$ cat src/rtl/bh_pkg.sv
// Shared scene encoding and renderer geometry for the black-hole animation.
// Imported by the sequencer, its interface and the pixel datapath.
package bh_pkg;

  typedef enum logic [1:0] {
    ST_WAIT    = 2'b00,
    ST_FALL    = 2'b01,
    ST_SWALLOW = 2'b10
  } scene_state_e;

  localparam int TOP_Y          = 20;
  localparam int HORIZON_Y      = 240;
  localparam int TEXT_H         = 32;
  localparam int SHADOW_BASE_R2 = 7225;
  localparam int SHADOW_STEP_R2 = 400;

  localparam int WAIT_FRAMES  = 128;
  localparam int VEL_MAX      = 8;
  localparam int PULSE_FRAMES = 16;

endpackage

$ cat src/rtl/bh_scene_sequencer_if.sv
// Per-frame animation parameters handed from the sequencer to the renderer.
// frame_tick is the only strobe: it is a valid with no ready, high for one
// cycle when a new parameter set appears; every other field holds between strobes.
interface bh_scene_sequencer_if;
  import bh_pkg::*;

  logic         frame_tick;
  logic [15:0]  frame_cnt;
  logic [7:0]   tex_phase;
  logic [9:0]   text_y;
  logic         text_visible;
  logic [21:0]  shadow_r2;
  scene_state_e scene_state;

  modport master (
    output frame_tick, frame_cnt, tex_phase, text_y,
           text_visible, shadow_r2, scene_state
  );

  modport slave (
    input frame_tick, frame_cnt, tex_phase, text_y,
          text_visible, shadow_r2, scene_state
  );
endinterface

$ cat src/rtl/bh_input_sync.sv
// Two-flop synchroniser for asynchronous UI levels, with a rising-edge
// detect on one selected bit taken after synchronisation.
module bh_input_sync #(
  parameter int W        = 4,
  parameter int EDGE_BIT = 0
) (
  input  logic         clk,
  input  logic         rst_n,
  input  logic [W-1:0] async_i,
  output logic [W-1:0] sync_o,
  output logic         rise_o
);

  logic [W-1:0] meta_q, meta_d;
  logic [W-1:0] sync_q, sync_d;
  logic         prev_q, prev_d;

  always_comb begin
    meta_d = async_i;
    sync_d = meta_q;
    prev_d = sync_q[EDGE_BIT];
  end

  always_ff @(posedge clk) begin
    if (!rst_n) begin
      meta_q <= '0;
      sync_q <= '0;
      prev_q <= 1'b0;
    end else begin
      meta_q <= meta_d;
      sync_q <= sync_d;
      prev_q <= prev_d;
    end
  end

  assign sync_o = sync_q;
  assign rise_o = sync_q[EDGE_BIT] & ~prev_q;

endmodule

$ cat src/rtl/bh_scene_sequencer.sv
// Frame-synchronous scene controller: text waits, falls into the hole, the
// shadow pulses, then the scene restarts. Parameters change only on a frame advance.
module bh_scene_sequencer
  import bh_pkg::*;
#(
  parameter int TOP_Y          = bh_pkg::TOP_Y,
  parameter int HORIZON_Y      = bh_pkg::HORIZON_Y,
  parameter int WAIT_FRAMES    = bh_pkg::WAIT_FRAMES,
  parameter int VEL_MAX        = bh_pkg::VEL_MAX,
  parameter int PULSE_FRAMES   = bh_pkg::PULSE_FRAMES,
  parameter int SHADOW_BASE_R2 = bh_pkg::SHADOW_BASE_R2,
  parameter int SHADOW_STEP_R2 = bh_pkg::SHADOW_STEP_R2
) (
  input  logic       clk,
  input  logic       rst_n,
  input  logic       vsync,
  input  logic       pause_in,
  input  logic       step_in,
  input  logic [1:0] speed_in,
  bh_scene_sequencer_if.master seq_if
);

  localparam int WCW = (WAIT_FRAMES  > 1) ? $clog2(WAIT_FRAMES + 1) : 1;
  localparam int VW  = $clog2(VEL_MAX + 1);
  localparam int PW  = $clog2(PULSE_FRAMES + 1);

  localparam logic [WCW-1:0] WAIT_LAST  = WCW'(WAIT_FRAMES - 1);
  localparam logic [VW-1:0]  VEL_TOP    = VW'(VEL_MAX);
  localparam logic [PW-1:0]  PULSE_LAST = PW'(PULSE_FRAMES);
  localparam logic [PW-1:0]  PULSE_HALF = PW'(PULSE_FRAMES / 2);
  localparam logic [10:0]    HORIZON_11 = 11'(HORIZON_Y);
  localparam logic [9:0]     HORIZON_10 = 10'(HORIZON_Y);
  localparam logic [9:0]     TOP_Y_10   = 10'(TOP_Y);
  localparam logic [21:0]    BASE_R2    = 22'(SHADOW_BASE_R2);
  localparam logic [21:0]    STEP_R2    = 22'(SHADOW_STEP_R2);

  logic [3:0] ui_s;
  logic       step_rise;
  logic       pause_s;
  logic [1:0] speed_s;
  logic       unused_step_level;

  bh_input_sync #(.W(4), .EDGE_BIT(1)) u_sync (
    .clk     (clk),
    .rst_n   (rst_n),
    .async_i ({speed_in, step_in, pause_in}),
    .sync_o  (ui_s),
    .rise_o  (step_rise)
  );

  assign pause_s           = ui_s[0];
  assign unused_step_level = ui_s[1];
  assign speed_s           = ui_s[3:2];

  logic           vsync_q, vsync_d;
  logic           frame_tick_q, frame_tick_d;
  logic           step_pending_q, step_pending_d;
  scene_state_e   state_q, state_d;
  logic [WCW-1:0] wait_cnt_q, wait_cnt_d;
  logic [VW-1:0]  vel_q, vel_d;
  logic [PW-1:0]  pulse_cnt_q, pulse_cnt_d;
  logic [15:0]    frame_cnt_q, frame_cnt_d;
  logic [7:0]     tex_phase_q, tex_phase_d;
  logic [9:0]     text_y_q, text_y_d;
  logic           text_visible_q, text_visible_d;
  logic [21:0]    shadow_r2_q, shadow_r2_d;

  logic          tick;
  logic          adv;
  logic [10:0]   y_sum;
  logic [PW-1:0] k;

  assign tick  = vsync_q & ~vsync;
  assign adv   = tick & (~pause_s | step_pending_q);
  assign y_sum = {1'b0, text_y_q} + 11'(vel_q);
  assign k     = pulse_cnt_q + PW'(1);

  always_comb begin
    vsync_d        = vsync;
    frame_tick_d   = tick;
    step_pending_d = step_pending_q;
    state_d        = state_q;
    wait_cnt_d     = wait_cnt_q;
    vel_d          = vel_q;
    pulse_cnt_d    = pulse_cnt_q;
    frame_cnt_d    = frame_cnt_q;
    tex_phase_d    = tex_phase_q;
    text_y_d       = text_y_q;
    text_visible_d = text_visible_q;
    shadow_r2_d    = shadow_r2_q;

    // A single-step request is only armed while paused and is spent by the next frame.
    if (tick) begin
      step_pending_d = 1'b0;
    end else if (step_rise && pause_s) begin
      step_pending_d = 1'b1;
    end

    if (adv) begin
      frame_cnt_d = frame_cnt_q + 16'd1;
      tex_phase_d = tex_phase_q + 8'(speed_s) + 8'd1;
      case (state_q)
        ST_FALL: begin
          if (y_sum >= HORIZON_11) begin
            text_y_d       = HORIZON_10;
            text_visible_d = 1'b0;
            pulse_cnt_d    = '0;
            state_d        = ST_SWALLOW;
          end else begin
            text_y_d = y_sum[9:0];
            vel_d    = (vel_q == VEL_TOP) ? vel_q : vel_q + VW'(1);
          end
        end
        ST_SWALLOW: begin
          shadow_r2_d = (k <= PULSE_HALF) ? shadow_r2_q + STEP_R2
                                          : shadow_r2_q - STEP_R2;
          if (k == PULSE_LAST) begin
            shadow_r2_d    = BASE_R2;
            text_y_d       = TOP_Y_10;
            text_visible_d = 1'b1;
            vel_d          = '0;
            pulse_cnt_d    = '0;
            state_d        = ST_WAIT;
          end else begin
            pulse_cnt_d = k;
          end
        end
        // Covers ST_WAIT and the unused 2'b11 code so a corrupted state restarts the scene.
        default: begin
          if (wait_cnt_q == WAIT_LAST) begin
            wait_cnt_d = '0;
            vel_d      = VW'(1);
            state_d    = ST_FALL;
          end else begin
            wait_cnt_d = wait_cnt_q + WCW'(1);
            state_d    = ST_WAIT;
          end
        end
      endcase
    end
  end

  always_ff @(posedge clk) begin
    if (!rst_n) begin
      vsync_q        <= 1'b1;
      frame_tick_q   <= 1'b0;
      step_pending_q <= 1'b0;
      state_q        <= ST_WAIT;
      wait_cnt_q     <= '0;
      vel_q          <= '0;
      pulse_cnt_q    <= '0;
      frame_cnt_q    <= '0;
      tex_phase_q    <= '0;
      text_y_q       <= TOP_Y_10;
      text_visible_q <= 1'b1;
      shadow_r2_q    <= BASE_R2;
    end else begin
      vsync_q        <= vsync_d;
      frame_tick_q   <= frame_tick_d;
      step_pending_q <= step_pending_d;
      state_q        <= state_d;
      wait_cnt_q     <= wait_cnt_d;
      vel_q          <= vel_d;
      pulse_cnt_q    <= pulse_cnt_d;
      frame_cnt_q    <= frame_cnt_d;
      tex_phase_q    <= tex_phase_d;
      text_y_q       <= text_y_d;
      text_visible_q <= text_visible_d;
      shadow_r2_q    <= shadow_r2_d;
    end
  end

  assign seq_if.frame_tick   = frame_tick_q;
  assign seq_if.frame_cnt    = frame_cnt_q;
  assign seq_if.tex_phase    = tex_phase_q;
  assign seq_if.text_y       = text_y_q;
  assign seq_if.text_visible = text_visible_q;
  assign seq_if.shadow_r2    = shadow_r2_q;
  assign seq_if.scene_state  = state_q;

endmodule

$ cat src/flat_wrapper.sv
// flat-port wrapper written by rule: the top's interface ports become plain ports
module bh_scene_sequencer_flat import bh_pkg::*;
#(
  parameter int TOP_Y          = bh_pkg::TOP_Y,
  parameter int HORIZON_Y      = bh_pkg::HORIZON_Y,
  parameter int WAIT_FRAMES    = bh_pkg::WAIT_FRAMES,
  parameter int VEL_MAX        = bh_pkg::VEL_MAX,
  parameter int PULSE_FRAMES   = bh_pkg::PULSE_FRAMES,
  parameter int SHADOW_BASE_R2 = bh_pkg::SHADOW_BASE_R2,
  parameter int SHADOW_STEP_R2 = bh_pkg::SHADOW_STEP_R2
)
  (clk, rst_n, vsync, pause_in, step_in, speed_in, seq_if_frame_tick, seq_if_frame_cnt, seq_if_tex_phase, seq_if_text_y, seq_if_text_visible, seq_if_shadow_r2, seq_if_scene_state);
  bh_scene_sequencer_if seq_if_i ();
  input  logic clk;
  input  logic rst_n;
  input  logic vsync;
  input  logic pause_in;
  input  logic step_in;
  input  logic [1:0] speed_in;
  output wire logic [$bits(seq_if_i.frame_tick)-1:0] seq_if_frame_tick;
  output wire logic [$bits(seq_if_i.frame_cnt)-1:0] seq_if_frame_cnt;
  output wire logic [$bits(seq_if_i.tex_phase)-1:0] seq_if_tex_phase;
  output wire logic [$bits(seq_if_i.text_y)-1:0] seq_if_text_y;
  output wire logic [$bits(seq_if_i.text_visible)-1:0] seq_if_text_visible;
  output wire logic [$bits(seq_if_i.shadow_r2)-1:0] seq_if_shadow_r2;
  output wire logic [$bits(seq_if_i.scene_state)-1:0] seq_if_scene_state;
  assign seq_if_frame_tick = seq_if_i.frame_tick;
  assign seq_if_frame_cnt = seq_if_i.frame_cnt;
  assign seq_if_tex_phase = seq_if_i.tex_phase;
  assign seq_if_text_y = seq_if_i.text_y;
  assign seq_if_text_visible = seq_if_i.text_visible;
  assign seq_if_shadow_r2 = seq_if_i.shadow_r2;
  assign seq_if_scene_state = seq_if_i.scene_state;
  bh_scene_sequencer #(.TOP_Y(TOP_Y), .HORIZON_Y(HORIZON_Y), .WAIT_FRAMES(WAIT_FRAMES), .VEL_MAX(VEL_MAX), .PULSE_FRAMES(PULSE_FRAMES), .SHADOW_BASE_R2(SHADOW_BASE_R2), .SHADOW_STEP_R2(SHADOW_STEP_R2)) u_core (.clk(clk), .rst_n(rst_n), .vsync(vsync), .pause_in(pause_in), .step_in(step_in), .speed_in(speed_in), .seq_if(seq_if_i));
endmodule
$ cat config.mk
export PLATFORM = sky130hd
export DESIGN_NAME = bh_scene_sequencer_flat
export DESIGN_NICKNAME = d
export VERILOG_FILES = /design/src/rtl/bh_pkg.sv /design/src/rtl/bh_scene_sequencer_if.sv /design/src/rtl/bh_input_sync.sv /design/src/rtl/bh_scene_sequencer.sv /design/src/flat_wrapper.sv
export SDC_FILE = /design/constraint.sdc
export NUM_CORES = 1
export LEC_CHECK = 0
export ABC_AREA = 1
export CAP_MARGIN = 30
export CORE_MARGIN = 2
export CORE_UTILIZATION = 50
export CTS_CLUSTER_DIAMETER = 150
export CTS_CLUSTER_SIZE = 24
export DETAILED_ROUTE_END_ITERATION = 8
export GPL_ROUTABILITY_DRIVEN = 0
export PLACE_DENSITY = 0.8
export SKIP_LAST_GASP = 1
export SLEW_MARGIN = 40
export SYNTH_ARGS = -nofsm -noshare
export SYNTH_HDL_FRONTEND = slang
export SYNTH_SLANG_ARGS = --single-unit
$ cat constraint.sdc
create_clock -name clk -period 6 [get_ports clk]
set_input_delay 1.5 -clock clk [delete_from_list [all_inputs] [get_ports clk]]
set_output_delay 1.5 -clock clk [all_outputs]
set_load 0.1 [all_outputs]
Word level (Yosys, flattened, before mapping). Cells that the tools add are included.

Register bits: 88.

Add/subtract/negate cells: 9. $lt $le $gt $ge: 2. Equality and inequality tests: 9. Mux-type cells: 21. Bitwise logic cells: 9. Reductions and logical operators: 12.

Operators by type and width (count): two-way mux 22 bit (2); adder 22 x 9 -> 22 bit (second input constant) (1); subtractor 22 x 9 -> 22 bit (second input constant) (1); two-way mux 10 bit (2); one-hot mux 10 bit (2 select lines) (1); adder 16 x 1 -> 16 bit (second input constant) (1); adder 8 x 1 -> 8 bit (second input constant) (2); two-way mux 4 bit (4); adder 10 x 4 -> 11 bit (1); >= comparator 11 x 8 -> 1 bit (second input constant) (1); two-way mux 5 bit (2); one-hot mux 5 bit (2 select lines) (1); AND reduction 3 bit (3); adder 8 x 2 -> 8 bit (1); equality test 8 x 7 -> 1 bit (second input constant) (1); two-way mux 8 bit (1); one-hot mux 4 bit (2 select lines) (1); adder 5 x 1 -> 5 bit (second input constant) (1); equality test 5 bit (second input constant) (1); <= comparator 5 x 4 -> 1 bit (second input constant) (1); NOT 1 bit (5); AND reduction 5 bit (1); adder 4 x 1 -> 4 bit (second input constant) (1); equality test 4 bit (second input constant) (1); other kinds (16) (25).

Depth between registers and ports, before layout. Gate-level depths: netlist (run 1).

Depth in word-level cells: 4. Depth in mapped cells: 18. Depth with buffers taken out: 18.

Cells and area by module. A second synthesis (run 1) with hierarchy kept.

Cell total of the unflattened synthesis: 662. Area, all modules: 4743.3 um^2.

By module, submodules not included: bh_scene_sequencer (times used 1, cells an instance 632, area an instance 4476.8 um^2, seq. area each 1521.5 um^2); bh_input_sync (times used 1, cells an instance 30, area an instance 266.5 um^2, seq. area each 180.2 um^2).

Worst setup path after synthesis (run 1). OpenSTA, ideal clock, no wires.

Path type: register to output. Start: register, netlist name u_core.seq_if.shadow_r2[0]. End: output port seq_if_shadow_r2[3]. Data arrival time: 1.373 ns. Required time: 4.500 ns. Path slack: 3.127 ns. Stages on the path, launching flop included: 2. Cell sequence: dfxtp_1 buf_4.

RTL lines: end, declared (line flat_wrapper.sv:25) `output wire logic [$bits(seq_if_i.shadow_r2)-1:0] seq_if_shadow_r2;`.

Final worst setup path (run 1).
Start: input port vsync. End: register u_core.frame_cnt_q[14] (netlist: u_core.seq_if.frame_cnt[14]).

Word-level cells in the longest chain between the ends: 3.

Ends and longest elaborated chain: start, declared (line flat_wrapper.sv:16) `input logic vsync;`; NOT 1 bit (line bh_scene_sequencer.sv:73) `assign tick = vsync_q & ~vsync;`; AND 1 bit (line bh_scene_sequencer.sv:73); AND 1 bit (line bh_scene_sequencer.sv:74) `assign adv = tick & (~pause_s | step_pending_q);`; end signal, assigned (line bh_scene_sequencer.sv:165) `frame_cnt_q <= frame_cnt_d;`; end, declared (line bh_scene_sequencer.sv:62) `logic [15:0] frame_cnt_q, frame_cnt_d;`.

No other way between the ends. A chain may end at the register's enable or synchronous reset.

==> flow_metrics.py, run 1 <==
metrics = {
    "outcome": {
        "outcome": "completed",
    },
    "setup_path": {
        "path_cells": "clkdlybuf4s50_1, inv_1, nand2_1, inv_2, nand2_2, clkinv_2, nand3_2, nor2_2, nand2_1, nor2_1, nand3_1, nor2_1, nand2_1, nand2_1, nor2_1",
        "worst_ep_arrival_time_ns": 3.41,
        "critPathCaptureType": "register",
        "critical_path.startpoint_type": "input pin",
        "library_cell_contributing_the_largest_single_delay_on_the_critical_path": "sky130_fd_sc_hd__clkdlybuf4s50_1",
        "cpPeakStageDelay_ns": 0.39,
        "cp_data_required_time_ns": 6.27,
        "path_max_fanout": 12,
        "path_class": "in2reg",
        "path_common_cell": "sky130_fd_sc_hd__nand2_1",
    },
    "floorplan": {
        "floorplan.die.width_um": 103,
        "boundaryPins": 67,
        "die_height_um": 103,
        "floorplan.initialDensity_pct": 50.6,
        "design.die.area_um2": 10600,
        "placeableCoreArea_um2": 9640,
        "placement_rows": 36,
    },
    "detailed_routing": {
        "avgRoutedWirePerCell_um": 12.5,
        "drtPass1Iterations": 4,
        "routed_wl_mm": 11.1,
        "vias_per_cell": 5.21,
        "detail_route.iter0.violations": 242,
        "num_vias": 4637,
        "antenna_violating_nets_post_route": 0,
        "detail_route.drc_violations": 0,
    },
    "synthesis": {
        "synth_cells": 688,
        "post_synthesis_sequential_area_ratio_pct": 34.9,
        "post_synth_instance_area_um2": 4880,
        "number_of_distinct_library_cell_variants_in_the_gate_level_netlist_after_synthesis": 47,
        "post-synth-top-area-cell": "sky130_fd_sc_hd__dfxtp_1",
        "synth-main-ff-cell": "sky130_fd_sc_hd__dfxtp_1",
        "yosys-top-cells-count": "sky130_fd_sc_hd__nand2_1, sky130_fd_sc_hd__dfxtp_1, sky130_fd_sc_hd__inv_1",
        "synth_enable_flop_cells": 0,
        "synth-warning-count": 0,
        "leading_cell_type_by_number_of_instances_after_synthesis": "sky130_fd_sc_hd__nand2_1",
        "yosys_register_bits": 85,
        "asyncSetResetFlopFracSynth_pct": 0,
        "syn_avg_cell_area_um2": 7.09,
        "yosysTopAreaCellShare_pct": 34.9,
        "netlist_top_cells_area": "sky130_fd_sc_hd__dfxtp_1, sky130_fd_sc_hd__nand2_1, sky130_fd_sc_hd__ha_1",
    },
    "clock_network": {
        "path_clk_slew_ns": 0.10,
        "htree_num_levels": 3,
        "cts.root.buffer_cell": "sky130_fd_sc_hd__clkbuf_8",
        "cts-resized-gates": 0,
        "cts_buffers": 9,
        "cts_num_sinks": 85,
        "cts_hold_repair.buffers": 0,
        "cts_setup_buffers": 0,
        "worstSkewPairLatency_ns": 0.37,
        "tritoncts": "yes",
        "clock_tree.buffer_depth": 2,
    },
    "global_routing": {
        "groute.usage.overall_pct": 21.6,
        "grt_pass1_vias": 4388,
        "grt_antenna_before_repair": 0,
        "grt_pass1_wl_mm": 18.7,
        "grt.overflow.total": 0,
        "largest_net_degree_at_the_start_of_global_routing": 41,
    },
    "layout": {
        "final_design_instance_area_without_fill_um2": 5530,
        "flow.area_growth_from_synthesis_pct": 13.4,
        "finalNetCount": 792,
        "n_antenna_cell": 0,
        "final_layout_size_suffix_gt1_share_pct": 15.7,
    },
    "timing": {
        "setup_viol": 0,
        "worstMarginPinSlew_ns": 0.590,
        "number_of_failing_hold_endpoints_at_the_final_stage": 0,
        "max_slew_margin_pct": 60.6,
        "finalClockSkew_ns": 0.0164,
        "min_period_over_period_pct": 52.3,
        "rsz_0062_raised_after_global_routing": "false",
        "timing.fmax_mhz": 319,
        "minimum_period_implied_by_the_final_worst_setup_slack_ns": 3.14,
        "max_transition_viols_final": 0,
        "totalNegativeSetupSlack_ns": 0,
    },
    "job": {
        "drv_cap": 0,
    },
    "place": {
        "number_of_i_o_port_buffers": 64,
        "placement.cell_area_um2": 5340,
        "dp_hpwl_mm": 8.23,
    },
    "pwr": {
        "powerDensity_nw_per_um2": 204,
        "leak_pwr_nw": 2.62,
        "power.ir.vdd_worst_mv": 0.152,
    },
    "worst_hold_path": {
        "min_path_type": "reg2reg",
    },
}
==> area by class of cell <==
class	count	area [um2]
Fill cell	923	4110
Multi-Input combinational cell	502	2780
Sequential cell	85	1700
Timing Repair Buffer	66	365
Inverter	88	332
Tap cell	133	166
Clock buffer	9	124
Clock inverter	7	63.8
==> layout by cell type, fill, tap and decap left out, types with 5 or more instances in the layout <==
master	n
sky130_fd_sc_hd__nand2_1	168
sky130_fd_sc_hd__dfxtp_1	85
sky130_fd_sc_hd__inv_1	84
sky130_fd_sc_hd__a21oi_1	67
sky130_fd_sc_hd__buf_2	58
sky130_fd_sc_hd__nor2_1	55
sky130_fd_sc_hd__nand3_1	46
sky130_fd_sc_hd__o21ai_0	30
sky130_fd_sc_hd__ha_1	30
sky130_fd_sc_hd__nand4_1	15
sky130_fd_sc_hd__nor3_1	13
sky130_fd_sc_hd__nand2_2	9
sky130_fd_sc_hd__clkbuf_8	9
sky130_fd_sc_hd__or2_2	8
sky130_fd_sc_hd__xor2_1	8
sky130_fd_sc_hd__clkdlybuf4s50_1	6
sky130_fd_sc_hd__nor2_2	5
==> per-stage QoR <==
stage               total power [mW]  util (%)  setup WS [ns]  std cells  hold slack, ns
floorplan                      0.719         -           3.13        689           0.390
global placement               0.749      58.4           2.53        874           0.394
detailed placement             0.746      55.4           2.48        874           0.400
CTS                             1.14      57.3           2.69        890           0.426
global route                    1.17      57.4           2.56        890           0.447
finish                          1.13      57.4           2.86        890           0.423
==> critical path, delay by kind of cell <==
| family | cells | cell delay [ns] |
|---|---|---|
| and+or+nand+nor | 11 | 1.18 |
| buffers and inverters | 4 | 0.72 |
==> where the power goes <==
part | total, mW | leakage [nW] | internal, mW | switching (mW)
logic | 0.146 | 1.83 | 0.0329 | 0.113
registers | 0.588 | 0.689 | 0.576 | 0.0117
clock network | 0.398 | 0.0960 | 0.161 | 0.236
==> final timing paths <==
| check | endpoint | slack [ns] | depth (start not counted) | from |
|---|---|---|---|---|
| max | u_core.seq_if.frame_cnt[14]$_SDFFE_PN0P_ | 2.86 | 15 | vsync |
| min | u_core.u_sync.sync_o[1]$_SDFF_PN0_ | 0.42 | 2 | u_core.u_sync.meta_q[1]$_SDFF_PN0_ |
| max reg2reg | u_core.seq_if.shadow_r2[13]$_SDFFE_PN0P_ | 2.87 | 17 | u_core.pulse_cnt_q[0]$_SDFFE_PN0P_ |
| min reg2reg | u_core.u_sync.sync_o[1]$_SDFF_PN0_ | 0.42 | 2 | u_core.u_sync.meta_q[1]$_SDFF_PN0_ |
==> logic make-up after synthesis <==
group | share of synthesized area [%]
and+or+nand+nor | 32.4
AOI/OAI and AO/OA | 13.5
buffers and inverters | 8.38
DFF | 34.9
adders and majority gates | 8.92
xor gates and xnor gates | 1.79
other | 0.0768
==> flip-flops by register name, summed over array words and instances, names as in the netlist <==
signal	flops
u_core.pulse_cnt_q	5
u_core.seq_if.frame_cnt	16
u_core.seq_if.frame_tick	1
u_core.seq_if.scene_state	2
u_core.seq_if.shadow_r2	19
u_core.seq_if.tex_phase	8
u_core.seq_if.text_visible	1
u_core.seq_if.text_y	10
u_core.step_pending_q	1
u_core.u_sync.meta_q	4
u_core.u_sync.prev_q	1
u_core.u_sync.sync_o	4
u_core.vel_q	4
u_core.vsync_q	1
u_core.wait_cnt_q	8
==> per-layer routing <==
layer / GRT usage (%) / wire (um)
met1: 27.0 / 5070
met2: 38.2 / 5480
met3: 2.98 / 392
met4: 7.49 / 173
met5: 0 / 0
Note: power is estimated with default switching activity, not from simulation.
==> run 2: changes to the inputs <==
==> constraint.sdc (replaced) <==
create_clock -name clk -period 3.21 [get_ports clk]
set_input_delay 0.8025 -clock clk [delete_from_list [all_inputs] [get_ports clk]]
set_output_delay 0.8025 -clock clk [all_outputs]
set_load 0.1 [all_outputs]
==> run 2 against run 1 <==
Net effect:
- final area up 3.6%
- clock power increased by 110%
- critical path depth is 2 higher
- non-clock buffer count is 3 higher
- largest cell class unchanged
==> flow_metrics.py, run 2 (same netlist as run 1, synthesis figures left out) <==
metrics = {
    "place": {
        "dp_hpwl_mm": 8.27,
        "number_of_i_o_port_buffers": 64,
    },
    "clock_network": {
        "tritoncts": "yes",
        "worstSkewPairLatency_ns": 0.37,
        "cts_num_sinks": 85,
        "cts_setup_buffers": 0,
        "cts.root.buffer_cell": "sky130_fd_sc_hd__clkbuf_8",
        "cts-resized-gates": 0,
        "clock_tree.buffer_depth": 2,
        "cts_hold_repair.buffers": 0,
        "path_clk_slew_ns": 0.09,
        "cts_buffers": 9,
        "htree_num_levels": 3,
    },
    "pwr": {
        "internal_power_mw": 1.56,
        "power.share.switching_pct": 29.7,
        "p_sw_uw": 657,
        "leak_pwr_nw": 2.67,
        "pwr-share-clk_pct": 37.7,
        "power_frac_comb_pct": 12.7,
        "post-layout-total-power_mw": 2.21,
        "power.ir.vdd_worst_mv": 0.262,
        "powerDensity_nw_per_um2": 386,
        "p_seq_share_pct": 49.6,
    },
    "floorplan": {
        "boundaryPins": 67,
        "die_height_um": 103,
        "floorplan.die.width_um": 103,
        "placement_rows": 36,
        "floorplan.initialDensity_pct": 50.6,
        "placeableCoreArea_um2": 9640,
        "design.die.area_um2": 10600,
    },
    "global_routing": {
        "groute.layer.met1.usage_pct": 27.7,
        "busiest_layer": "met2",
        "groute.usage.overall_pct": 22.5,
        "grtUsageMet3_pct": 3.05,
        "grt_pass1_vias": 4418,
        "grtUsageMet2_pct": 39.2,
        "largest_net_degree_at_the_start_of_global_routing": 38,
        "grt.overflow.total": 0,
        "grt_pass1_wl_mm": 19.3,
        "grt_antenna_before_repair": 0,
    },
    "timing": {
        "worstMarginPinSlew_ns": 0.540,
        "setup_viol": 0,
        "timing.fmax_mhz": 352,
        "minimum_period_implied_by_the_final_worst_setup_slack_ns": 2.84,
        "totalNegativeSetupSlack_ns": 0,
        "rsz_0062_raised_after_global_routing": "false",
        "number_of_failing_hold_endpoints_at_the_final_stage": 0,
        "min_period_over_period_pct": 88.5,
        "max_slew_margin_pct": 63.6,
        "finalClockSkew_ns": 0.0104,
        "max_transition_viols_final": 0,
    },
    "detailed_routing": {
        "antenna_violating_nets_post_route": 0,
        "num_vias": 4690,
        "avgRoutedWirePerCell_um": 12.5,
        "vias_per_cell": 5.25,
        "detail_route.iter0.violations": 248,
        "drtPass1Iterations": 5,
        "detail_route.drc_violations": 0,
        "routed_wl_mm": 11.2,
    },
    "setup_path": {
        "worst_ep_arrival_time_ns": 3.08,
        "cp_data_required_time_ns": 3.45,
        "critPathCaptureType": "register",
        "critical_path.startpoint_type": "register",
        "path_class": "reg2reg",
        "path_max_fanout": 17,
    },
    "layout": {
        "fin_util_pct": 59.5,
        "fill_cells": 904,
        "finalNetCount": 795,
        "n_antenna_cell": 0,
        "final_layout_size_suffix_gt1_share_pct": 16.3,
        "number_of_flip_flops_under_the_largest_register_name": 19,
        "flow.area_growth_from_synthesis_pct": 17.5,
        "leading_cell_types_in_the_layout_fill_and_taps_excluded": "sky130_fd_sc_hd__nand2_1, sky130_fd_sc_hd__inv_1, sky130_fd_sc_hd__dfxtp_1",
        "most_frequent_standard_cell_in_the_layout_excluding_fill_and_tap_cells": "sky130_fd_sc_hd__nand2_1",
    },
    "worst_hold_path": {
        "min_path_type": "reg2reg",
    },
    "outcome": {
        "outcome": "completed",
    },
    "job": {
        "drv_cap": 0,
    },
}
[run 2: critical path, stage by stage, from the launching register on]
cell and delay, ns:
sky130_fd_sc_hd__dfxtp_1 0.39, sky130_fd_sc_hd__ha_1 0.21, sky130_fd_sc_hd__nand3_1 0.13, sky130_fd_sc_hd__xnor2_2 0.19, sky130_fd_sc_hd__inv_1 0.09, sky130_fd_sc_hd__o21ai_2 0.07
sky130_fd_sc_hd__buf_6 0.20, sky130_fd_sc_hd__inv_1 0.11, sky130_fd_sc_hd__ha_1 0.34, sky130_fd_sc_hd__a21oi_1 0.17, sky130_fd_sc_hd__nand2_1 0.12, sky130_fd_sc_hd__nand2_1 0.07
sky130_fd_sc_hd__nand2_1 0.10, sky130_fd_sc_hd__nand2_1 0.08, sky130_fd_sc_hd__nand2_1 0.05, sky130_fd_sc_hd__or2_2 0.26, sky130_fd_sc_hd__nand3_1 0.07, sky130_fd_sc_hd__a21oi_1 0.07
[run 2: path summary, 6_finish.rpt]
| kind | slack [ns] | startpoint | depth (start not counted) | endpoint |
|---|---|---|---|---|
| worst min-delay path | 0.42 | u_core.u_sync.meta_q[3]$_SDFF_PN0_ | 2 | u_core.u_sync.sync_o[3]$_SDFF_PN0_ |
| worst min register to register | 0.42 | u_core.u_sync.meta_q[3]$_SDFF_PN0_ | 2 | u_core.u_sync.sync_o[3]$_SDFF_PN0_ |
| worst max-delay path | 0.37 | u_core.pulse_cnt_q[1]$_SDFFE_PN0P_ | 17 | u_core.seq_if.shadow_r2[15]$_SDFFE_PN0P_ |
| worst max register to register | 0.37 | u_core.pulse_cnt_q[1]$_SDFFE_PN0P_ | 17 | u_core.seq_if.shadow_r2[15]$_SDFFE_PN0P_ |
[run 2: area by class of cell]
class	count	area [um2]	area share [%]
Tap cell	133	166	2.90
Sequential cell	85	1700	29.7
Timing Repair Buffer	69	537	9.36
Inverter	88	332	5.78
Multi-Input combinational cell	502	2780	48.5
Clock buffer	11	151	2.64
Clock inverter	5	63.8	1.11
[run 2: routing by layer]
layer  vias up  part of all wire, %
li1       2384                    -
met1      2190                   46
met2        98                   49
met3        18                  3.3
met4         0                  1.9
met5         -                    0
[run 2: power by group through the flow]
stage                     Sequential, mW  Combinational (mW)  Clock, mW
after floorplan                     1.21               0.132          0
after global placement              1.12               0.277          0
after detailed placement            1.12               0.282          0
after CTS                           1.10               0.283      0.852
after global routing                1.10               0.308      0.895
final                               1.10               0.282      0.834
[run 2: per-stage QoR]
step	hold slack, ns	setup slack (ns)	std cells	area, um2
global route	0.440	0.0227	893	5730
detailed placement	0.407	0.296	877	5510
finish	0.423	0.370	893	5730
CTS	0.428	0.275	893	5720
floorplan	0.390	0.447	689	4880
global placement	0.395	0.429	877	5510
==> run 3: changes to the inputs <==
--- a/config.mk
+++ b/config.mk
@@ -5,14 +5,12 @@
 export SDC_FILE = /design/constraint.sdc
 export NUM_CORES = 1
 export LEC_CHECK = 0
-export ABC_AREA = 1
 export CAP_MARGIN = 30
 export CORE_MARGIN = 2
 export CORE_UTILIZATION = 50
 export CTS_CLUSTER_DIAMETER = 150
 export CTS_CLUSTER_SIZE = 24
 export DETAILED_ROUTE_END_ITERATION = 8
-export GPL_ROUTABILITY_DRIVEN = 0
 export PLACE_DENSITY = 0.8
 export SKIP_LAST_GASP = 1
 export SLEW_MARGIN = 40
==> run 3 against run 2 <==
Net effect:
- count of clock-buffer cells in the layout fell by 2
- global-route usage shrank 0.19 points
- critical path depth shrank 2
- clock skew grew 0.0028 ns
- sequential share of layout area is essentially flat
- wire length down 0.76%
- sequential cell count unchanged
- register-to-register slack lost 0.37 ns
- largest cell class unchanged
- largest power group unchanged
==> flow_metrics.py, run 3 <==
metrics = {
    "outcome": {
        "outcome": "completed",
    },
    "setup_path": {
        "setup.reg_to_reg.worst_slack_ns": 0.0003,
        "path_class": "reg2reg",
        "path_cells": "ha_4, nand3b_1, o22ai_1, nand3_1, o21ai_2, inv_4, buf_6, ha_4, a21o_1, a2111oi_4, o41ai_2, a21o_1, a221oi_2, mux2i_1, a31o_2",
        "r2r.worst_path.cells": 15,
        "critPathCaptureType": "register",
        "worst_r2r_startpoint": "u_core.pulse_cnt_q[1]$_SDFFE_PN0P_",
        "critical_path.startpoint_type": "register",
        "cp_data_required_time_ns": 3.46,
        "library_cell_contributing_the_largest_single_delay_on_the_critical_path": "sky130_fd_sc_hd__dfxtp_4",
        "cpPeakStageDelay_ns": 0.39,
        "worst_ep_arrival_time_ns": 3.46,
        "worst_r2r_end": "u_core.seq_if.shadow_r2[20]$_SDFFE_PN0P_",
        "path_max_fanout": 6,
    },
    "detailed_routing": {
        "routed_wl_mm": 11.1,
        "vias_per_cell": 5.78,
        "num_vias": 4276,
        "detail_route.iter0.violations": 220,
        "detail_route.drc_violations": 0,
        "antenna_violating_nets_post_route": 0,
        "avgRoutedWirePerCell_um": 15.0,
        "drtPass1Iterations": 6,
    },
    "global_routing": {
        "groute.usage.overall_pct": 22.3,
        "largest_net_degree_at_the_start_of_global_routing": 43,
        "groute.layer.met1.usage_pct": 28.1,
        "grt.overflow.total": 0,
        "grtUsageMet2_pct": 38.2,
        "grt_pass1_wl_mm": 18.4,
        "grt_antenna_before_repair": 0,
        "busiest_layer": "met2",
        "grtUsageMet3_pct": 3.76,
        "grt_pass1_vias": 4089,
    },
    "timing": {
        "max_transition_viols_final": 0,
        "finalClockSkew_ns": 0.0132,
        "rsz_0062_raised_after_global_routing": "true",
        "timing.fmax_mhz": 312,
        "worstMarginPinSlew_ns": 0.540,
        "number_of_failing_hold_endpoints_at_the_final_stage": 0,
        "totalNegativeSetupSlack_ns": 0,
        "min_period_over_period_pct": 100,
        "minimum_period_implied_by_the_final_worst_setup_slack_ns": 3.21,
        "setup_viol": 0,
        "max_slew_margin_pct": 64.0,
        "hold_ws_ns": 0.441,
    },
    "floorplan": {
        "design.die.area_um2": 10100,
        "placeableCoreArea_um2": 9110,
        "floorplan.die.width_um": 100,
        "placement_rows": 35,
        "die_height_um": 100,
        "floorplan.initialDensity_pct": 50.9,
        "boundaryPins": 67,
    },
    "layout": {
        "final_layout_size_suffix_gt1_share_pct": 22.6,
        "most_frequent_standard_cell_in_the_layout_excluding_fill_and_tap_cells": "sky130_fd_sc_hd__buf_4",
        "number_of_flip_flops_under_the_largest_register_name": 19,
        "flow.area_growth_from_synthesis_pct": 24.5,
        "final_design_instance_area_without_fill_um2": 5780,
        "n_antenna_cell": 0,
        "finalNetCount": 664,
        "fill_cells": 748,
        "leading_cell_types_in_the_layout_fill_and_taps_excluded": "sky130_fd_sc_hd__buf_4, sky130_fd_sc_hd__dfxtp_1, sky130_fd_sc_hd__nor2_1",
    },
    "worst_hold_path": {
        "min_path_type": "reg2reg",
        "hp-start": "u_core.u_sync.meta_q[1]$_SDFF_PN0_",
        "hold_path_depth": 1,
        "whs_endpoint": "u_core.u_sync.sync_o[1]$_SDFF_PN0_",
    },
    "synthesis": {
        "yosys_register_bits": 85,
        "leading_cell_type_by_number_of_instances_after_synthesis": "sky130_fd_sc_hd__dfxtp_1",
        "post-synth-top-area-cell": "sky130_fd_sc_hd__dfxtp_1",
        "asyncSetResetFlopFracSynth_pct": 0,
        "post_synthesis_sequential_area_ratio_pct": 36.7,
        "post_synth_instance_area_um2": 4640,
        "synth_enable_flop_cells": 0,
        "syn_avg_cell_area_um2": 8.48,
        "yosysTopAreaCellShare_pct": 36.7,
        "synth_cells": 547,
        "netlist_top_cells_area": "sky130_fd_sc_hd__dfxtp_1, sky130_fd_sc_hd__ha_1, sky130_fd_sc_hd__nor2_1",
        "synth-main-ff-cell": "sky130_fd_sc_hd__dfxtp_1",
        "yosys-top-cells-count": "sky130_fd_sc_hd__dfxtp_1, sky130_fd_sc_hd__nor2_1, sky130_fd_sc_hd__a21oi_1",
        "number_of_distinct_library_cell_variants_in_the_gate_level_netlist_after_synthesis": 63,
        "synth-warning-count": 0,
    },
    "job": {
        "drv_cap": 0,
    },
    "clock_network": {
        "worstSkewPairLatency_ns": 0.37,
        "clock_tree.buffer_depth": 2,
        "tritoncts": "yes",
        "path_clk_slew_ns": 0.09,
        "cts.root.buffer_cell": "sky130_fd_sc_hd__clkbuf_8",
        "cts_buffers": 9,
        "cts_hold_repair.buffers": 0,
        "htree_num_levels": 3,
        "cts_num_sinks": 85,
    },
    "place": {
        "dp_hpwl_mm": 8.08,
        "finalWeightedCongestion": 0.875,
        "number_of_i_o_port_buffers": 64,
        "placement.cell_area_um2": 5400,
    },
    "pwr": {
        "leak_pwr_nw": 2.35,
        "powerDensity_nw_per_um2": 356,
        "power.ir.vdd_worst_mv": 0.226,
    },
}
==> run 3: cell types whose count changed in the layout (fill, tap and decap cells not counted), sizes merged, moves of 14 or more <==
cell and change:
inv -62, nand2 -143, nand3 -25, xor2 +14
xnor2 +14, buf +20, a21oi -31
==> run 3: worst max-delay path by stage <==
stage | start | to | depth (start not counted)
2_1_floorplan | u_core.seq_if.text_y[4]$_SDFFE_PN1P_ | u_core.vel_q[0]$_SDFFE_PN0P_ | 7
6_report | u_core.pulse_cnt_q[1]$_SDFFE_PN0P_ | u_core.seq_if.shadow_r2[20]$_SDFFE_PN0P_ | 15
4_1_cts | u_core.pulse_cnt_q[1]$_SDFFE_PN0P_ | u_core.seq_if.shadow_r2[20]$_SDFFE_PN0P_ | 14
3_3_place_gp | u_core.pulse_cnt_q[1]$_SDFFE_PN0P_ | u_core.seq_if.shadow_r2[20]$_SDFFE_PN0P_ | 14
3_5_place_dp | u_core.pulse_cnt_q[0]$_SDFFE_PN0P_ | u_core.seq_if.shadow_r2[21]$_SDFFE_PN0P_ | 15
5_1_grt | u_core.pulse_cnt_q[1]$_SDFFE_PN0P_ | u_core.seq_if.shadow_r2[20]$_SDFFE_PN0P_ | 15
==> run 3: final cells by class <==
class	count	area, um2	area share (%)
multi-input combinational	413	2900	50.2
sequential	85	1720	29.7
timing repair buffer	90	712	12.3
tap	111	139	2.40
clock buffer	9	124	2.14
inverter	25	96.3	1.67
clock inverter	7	90.1	1.56
==> run 3: repair_timing <==
action	4_1_cts	5_1_grt
gates resized for setup	6	19
endpoints found under the hold margin	0	0
setup buffers	0	4
setup endpoints to repair	2	10
pin swaps	2	14
gates cloned	0	0
==> run 3: kinds of logic (layout without fill, tap and decap cells) <==
logic type / count (synthesis) / count (layout) / synth area share (%)
compound gates: 139 / 139 / 20.0
other cells: 1 / 2 / 0.0809
mux: 7 / 7 / 1.54
simple gates: 194 / 194 / 20.7
buf+inv: 50 / 131 / 4.48
xor+xnor: 38 / 38 / 7.18
flops: 85 / 85 / 36.7
fa+ha+maj: 33 / 33 / 9.39
==> run 3: report_power, final <==
group          internal, mW  switching [mW]  total [mW]
clock                 0.377           0.431       0.808
sequential             1.07          0.0141        1.08
combinational        0.0440           0.122       0.166
==> run 3: metal layers <==
layer | part of all wire, % | wire length, um
met1 | 44 | 4870
met2 | 50 | 5590
met3 | 3.9 | 435
met4 | 1.8 | 200
met5 | 0 | 0
==> run 3: metrics by stage <==
step,std cells,worst slack (ns),utilization [%],power (mW)
2_1_floorplan,548,0.000658,-,1.23
3_3_place_gp,720,0.0846,59.3,1.27
3_5_place_dp,720,-0.00293,59.3,1.27
4_1_cts,736,0.0118,62.0,2.08
5_1_grt,740,-0.184,63.4,2.14
6_report,740,0.000298,63.4,2.06
==> run 3: worst max-delay path, delay by kind of cell, from the launching register on <==
kind / cells / cell delay (ns)
AO/OA/AOI/OAI: 8 / 1.69
adder cells (fa/ha/maj): 2 / 0.40
flip-flops: 1 / 0.39
multiplexers: 1 / 0.11
buffers and inverters: 2 / 0.23
AND/OR/NAND/NOR: 2 / 0.27
